<file path="config.mk">
export PLATFORM = sky130hd
export DESIGN_NAME = aplicador_volume
export DESIGN_NICKNAME = d
export VERILOG_FILES = /design/src/rtl/aplicador_volume_pkg.sv /design/src/rtl/aplicador_volume_conversor.sv /design/src/rtl/aplicador_volume.sv
export SDC_FILE = /design/constraint.sdc
export NUM_CORES = 1
export LEC_CHECK = 0
export BUFFER_PORTS_ARGS = -buffer_cell sky130_fd_sc_hd__buf_2
export CAP_MARGIN = 30
export CORE_MARGIN = 2
export CORE_UTILIZATION = 30
export CTS_BUF_LIST = sky130_fd_sc_hd__clkbuf_8 sky130_fd_sc_hd__clkbuf_16
export CTS_CLUSTER_DIAMETER = 50
export DETAILED_ROUTE_END_ITERATION = 10
export SLEW_MARGIN = 25
export SYNTH_ARGS = -nofsm -noshare
export SYNTH_HDL_FRONTEND = slang
export SYNTH_SLANG_ARGS = --single-unit
</file>
<file path="constraint.sdc">
create_clock -name clk -period 7 [get_ports clk]
set_input_delay 1.05 -clock clk [delete_from_list [all_inputs] [get_ports clk]]
set_output_delay 1.05 -clock clk [all_outputs]
set_load 0.01 [all_outputs]
</file>
<file path="src/rtl/aplicador_volume_pkg.sv">
// Shared definitions for the volume applier: level limits, FSM encoding and
// the BCD-pair decode used to validate a requested volume.
package aplicador_volume_pkg;

  localparam int VOL_MAX = 10;
  localparam int VOL_W   = 4;
  localparam int BCD_W   = 4;

  typedef enum logic {
    IDLE = 1'b0,
    RAMP = 1'b1
  } estado_t;

  typedef struct packed {
    logic             valido;
    logic [VOL_W-1:0] nivel;
  } bcd_dec_t;

  // Only 00..09 and 10 are legal volume levels; everything else is rejected.
  function automatic bcd_dec_t bcd_decode(input logic [BCD_W-1:0] d1,
                                          input logic [BCD_W-1:0] d0);
    bcd_dec_t r;
    r.valido = 1'b0;
    r.nivel  = '0;
    if (d1 == '0 && d0 <= BCD_W'(9)) begin
      r.valido = 1'b1;
      r.nivel  = VOL_W'(d0);
    end else if (d1 == BCD_W'(1) && d0 == '0) begin
      r.valido = 1'b1;
      r.nivel  = VOL_W'(VOL_MAX);
    end
    return r;
  endfunction

endpackage

</file>
<file path="src/rtl/aplicador_volume_conversor.sv">
// Combinational BCD-pair to binary level converter with validity flag.
module conversor_bcd_volume
  import aplicador_volume_pkg::*;
(
  input  logic [3:0] volume1,
  input  logic [3:0] volume0,
  output logic [3:0] nivel_bin,
  output logic       valido
);

  bcd_dec_t dec;

  always_comb begin
    dec       = bcd_decode(volume1, volume0);
    nivel_bin = dec.nivel;
    valido    = dec.valido;
  end

endmodule

</file>
<file path="src/rtl/aplicador_volume.sv">
// Applies the strobed volume: ramps the level one step per RAMP_DIV clocks
// and gates the note through a PWM whose duty is nivel/PWM_PERIOD.
module aplicador_volume
  import aplicador_volume_pkg::*;
#(
  parameter int PWM_PERIOD = 10,
  parameter int RAMP_DIV   = 4
) (
  input  logic       clk,
  input  logic       reset,
  input  logic       mudou_volume,
  input  logic [3:0] volume1,
  input  logic [3:0] volume0,
  input  logic       nota,
  output logic       saida,
  output logic [3:0] nivel,
  output logic       ocupado,
  output logic       erro
);

  localparam int CNT_W = $clog2(PWM_PERIOD);
  localparam int DIV_W = (RAMP_DIV > 1) ? $clog2(RAMP_DIV) : 1;

  logic [3:0] nivel_bin;
  logic       valido;

  conversor_bcd_volume u_conv (
    .volume1  (volume1),
    .volume0  (volume0),
    .nivel_bin(nivel_bin),
    .valido   (valido)
  );

  estado_t          state_q, state_d;
  logic [VOL_W-1:0] nivel_q, nivel_d;
  logic [VOL_W-1:0] alvo_q, alvo_d;
  logic [DIV_W-1:0] div_q, div_d;
  logic [CNT_W-1:0] pwm_cnt_q, pwm_cnt_d;
  logic             saida_q, saida_d;
  logic             ocupado_q, ocupado_d;
  logic             erro_q, erro_d;

  always_comb begin
    alvo_d = alvo_q;
    if (mudou_volume && valido) alvo_d = nivel_bin;
    erro_d = mudou_volume && !valido;

    // The ramp always compares against the registered target, so a strobe
    // landing on a step edge only takes effect from the following cycle.
    state_d = state_q;
    nivel_d = nivel_q;
    div_d   = div_q;
    case (state_q)
      IDLE: begin
        div_d = '0;
        if (alvo_q != nivel_q) state_d = RAMP;
      end
      RAMP: begin
        if (alvo_q == nivel_q) begin
          state_d = IDLE;
          div_d   = '0;
        end else if (div_q == DIV_W'(RAMP_DIV - 1)) begin
          div_d   = '0;
          nivel_d = (alvo_q > nivel_q) ? nivel_q + VOL_W'(1) : nivel_q - VOL_W'(1);
          if (nivel_d == alvo_q) state_d = IDLE;
        end else begin
          div_d = div_q + DIV_W'(1);
        end
      end
      default: state_d = IDLE;
    endcase
    ocupado_d = (state_d == RAMP);

    pwm_cnt_d = (pwm_cnt_q == CNT_W'(PWM_PERIOD - 1)) ? '0 : pwm_cnt_q + CNT_W'(1);
    saida_d   = nota && (pwm_cnt_q < CNT_W'(nivel_q));
  end

  always_ff @(posedge clk) begin
    if (reset) begin
      state_q   <= IDLE;
      nivel_q   <= '0;
      alvo_q    <= '0;
      div_q     <= '0;
      pwm_cnt_q <= '0;
      saida_q   <= 1'b0;
      ocupado_q <= 1'b0;
      erro_q    <= 1'b0;
    end else begin
      state_q   <= state_d;
      nivel_q   <= nivel_d;
      alvo_q    <= alvo_d;
      div_q     <= div_d;
      pwm_cnt_q <= pwm_cnt_d;
      saida_q   <= saida_d;
      ocupado_q <= ocupado_d;
      erro_q    <= erro_d;
    end
  end

  assign saida   = saida_q;
  assign nivel   = nivel_q;
  assign ocupado = ocupado_q;
  assign erro    = erro_q;

endmodule

</file>
==> results.json <==
{
  "status": "finished, final reports clean",
  "p_leak_nw": 0.471,
  "cts_tree": "done",
  "netSwitchingFraction": 0.235,
  "die_w_um": 60.7,
  "grt_max_degree": 15,
  "p_clk_frac": 0.366,
  "endpoint_kind": "flip-flop",
  "hpwl_um": 1510,
  "ys_warn_count": 0,
  "p_sw_w": 0.0000455,
  "synth_area_per_cell_sq_um": 9.29,
  "slew_headroom": 0.738,
  "synth_top_family_by_area": "adder cells",
  "num_io_pins": 19,
  "area_growth_pct": 19.3,
  "die_area_sq_um": 3690,
  "period_minus_slack_ns": 2.69,
  "cts-root-buf": "clkbuf_8",
  "htreeDepth": 1,
  "skew_ns": 0.00610,
  "cts_hold_buf": 0,
  "final_common_cell": "buf_2",
  "synth_nets": 129,
  "insertedDiodeCount": 0,
  "worst-path-max-fanout": 4,
  "grt_use_total": 0.119,
  "cts_sinks": 17,
  "synth-simple-area-share": 0.163,
  "core_area_sq_um": 3050,
  "synth_edf_count": 0,
  "critPathKind": "flip-flop to flip-flop",
  "drive_above_1_share": 0.208,
  "clk_latency_ns": 0.25,
  "cts_made_buffers": 3,
  "most-common-layout-cells": "buf_2, dfxtp_1, nor2_1, ha_1, inv_1",
  "viasPerCell": 4.62,
  "fin_setup_tns_ns": 0,
  "powerDensity_nw_per_um2": 168,
  "ir_drop_uv": 81.8,
  "crit_path_start_kind": "flip-flop",
  "pwr-share-seq": 0.525,
  "die_y_um": 60.7,
  "portBuffers": 18,
  "min_path_type": "flip-flop to flip-flop",
  "timing.fmax_mhz": 372,
  "antenna_left": 0,
  "synthMuxAreaShare": 0.0207,
  "arrival_ns": 2.82,
  "crit_required_ns": 7.13,
  "seq_area_frac_synth": 0.352,
  "ys_ff_latch": 17,
  "synth_compound_area_frac": 0.165,
  "cts_setup_buffers": 0,
  "cap_violations": 0,
  "synthAdderAreaFrac": 0.176,
  "clkTransAtPathRegs_ns": 0.07,
  "vias": 781,
  "slew_viol_final": 0,
  "fin_nets": 151,
  "cts_buffer_depth": 2,
  "start_util": 0.316,
  "gr-total-overflow": 0,
  "antenna_found_initial": 0,
  "rows": 20,
  "rsz0062_at_grt": "false",
  "place_congestion": 0.750,
  "wl_per_cell_um": 10.9,
  "synth_xor_area_frac": 0.0803,
  "first_iter_violations": 24,
  "ys_async_sr_fraction": 0,
  "cts_resized": 0,
  "combPwrFrac": 0.109,
  "syn-cell-area_sq_um": 966,
  "worstMarginPinSlew_ns": 0.388,
  "fillCellCount": 345,
  "grt_pass1_vias": 722,
  "internal_power_w": 0.000148,
  "drc": 0,
  "hold_viol": 0,
  "syn-instance-count": 104,
  "grt_pass1_wl_um": 3230,
  "finalSetupViolCount": 0,
  "wl_um": 1840,
  "post_synth_num_cell_types": 35,
  "timing.hold.ws_ns": 0.434,
  "synth_ff_type": "dfxtp_1",
  "drt_pass1_iterations": 4,
  "post-route-period-util": 0.384
}
## metal layers
metal,vias up,part of all wire,GRT usage
met2,18,0.47,0.192
met3,2,0.033,0.0384
met4,0,0.011,0.0373
met1,359,0.49,0.151
li1,402,-,-
met5,-,0,0
## registers in the layout, summed over array words and instances, names as in the netlist
signal     cells
div_q          2
ocupado        1
saida          1
erro           1
nivel          4
pwm_cnt_q      4
alvo_q         4
## stage by stage
step                      setup slack (ns)  area [sq um]  total power (W)  utilization  cells
after CTS                             4.30          1150         0.000197        0.377    169
after global routing                  4.11          1150         0.000204        0.377    169
after global placement                4.42          1110         0.000125        0.363    165
after detailed placement              4.32          1110         0.000125        0.363    165
final                                 4.31          1150         0.000194        0.377    169
after floorplan                       4.50           966         0.000117            -    104
## power by group through the flow
stage | clock network, W | registers, W | logic [W]
global placement | 0 | 0.000104 | 0.0000205
floorplan | 0 | 0.000104 | 0.0000136
finish | 0.0000708 | 0.000102 | 0.0000211
detailed placement | 0 | 0.000104 | 0.0000213
global route | 0.0000780 | 0.000102 | 0.0000243
CTS | 0.0000738 | 0.000102 | 0.0000215
## critical path: stages (launching register included)
cell and delay (ns):
dfxtp_1 0.38, inv_1 0.11, ha_1 0.30, nor2b_1 0.18, o211ai_2 0.12, a21oi_4 0.21
inv_1 0.09, ha_1 0.28, a21o_1 0.19, a21oi_2 0.14, xnor2_1 0.18, xnor2_2 0.16
xnor2_1 0.14, a21boi_1 0.07
## cell usage after synthesis, types with 2 or more instances
cell	number	share of area
dfxtp_1	17	0.35
ha_1	12	0.16
nor2_1	12	0.047
inv_1	10	0.039
xnor2_1	6	0.054
a21oi_1	5	0.026
nand2_1	5	0.019
a211oi_1	3	0.023
nor3_1	3	0.016
o21ai_0	3	0.016
a22oi_1	2	0.016
mux2i_1	2	0.021
nand2b_1	2	0.013
## cell type report
cell class / instances / area, sq um / share of cell area
multi-input cells: 76 / 584 / 0.507
flip-flops and latches: 17 / 340 / 0.295
repair buffers: 18 / 90.1 / 0.0782
well taps: 44 / 55.1 / 0.0478
clock buffers: 3 / 41.3 / 0.0358
inverters: 10 / 37.5 / 0.0326
clock inverters: 1 / 3.75 / 0.00326
## worst paths after layout
path / startpoint / end / slack (ns) / cells past startpoint
max: nivel[1] / ocupado / 4.31 / 13
min: div_q[0] / div_q[0] / 0.43 / 1
max reg2reg: nivel[1] / ocupado / 4.31 / 13
min reg2reg: div_q[0] / div_q[0] / 0.43 / 1
## cells by family after synthesis
logic type,Yosys count
compound gates,22
xor+xnor,8
fa+ha+maj,13
buf+inv,11
flops,17
mux,2
simple gates,31
No activity file was read; power rests on OpenSTA's default activity.
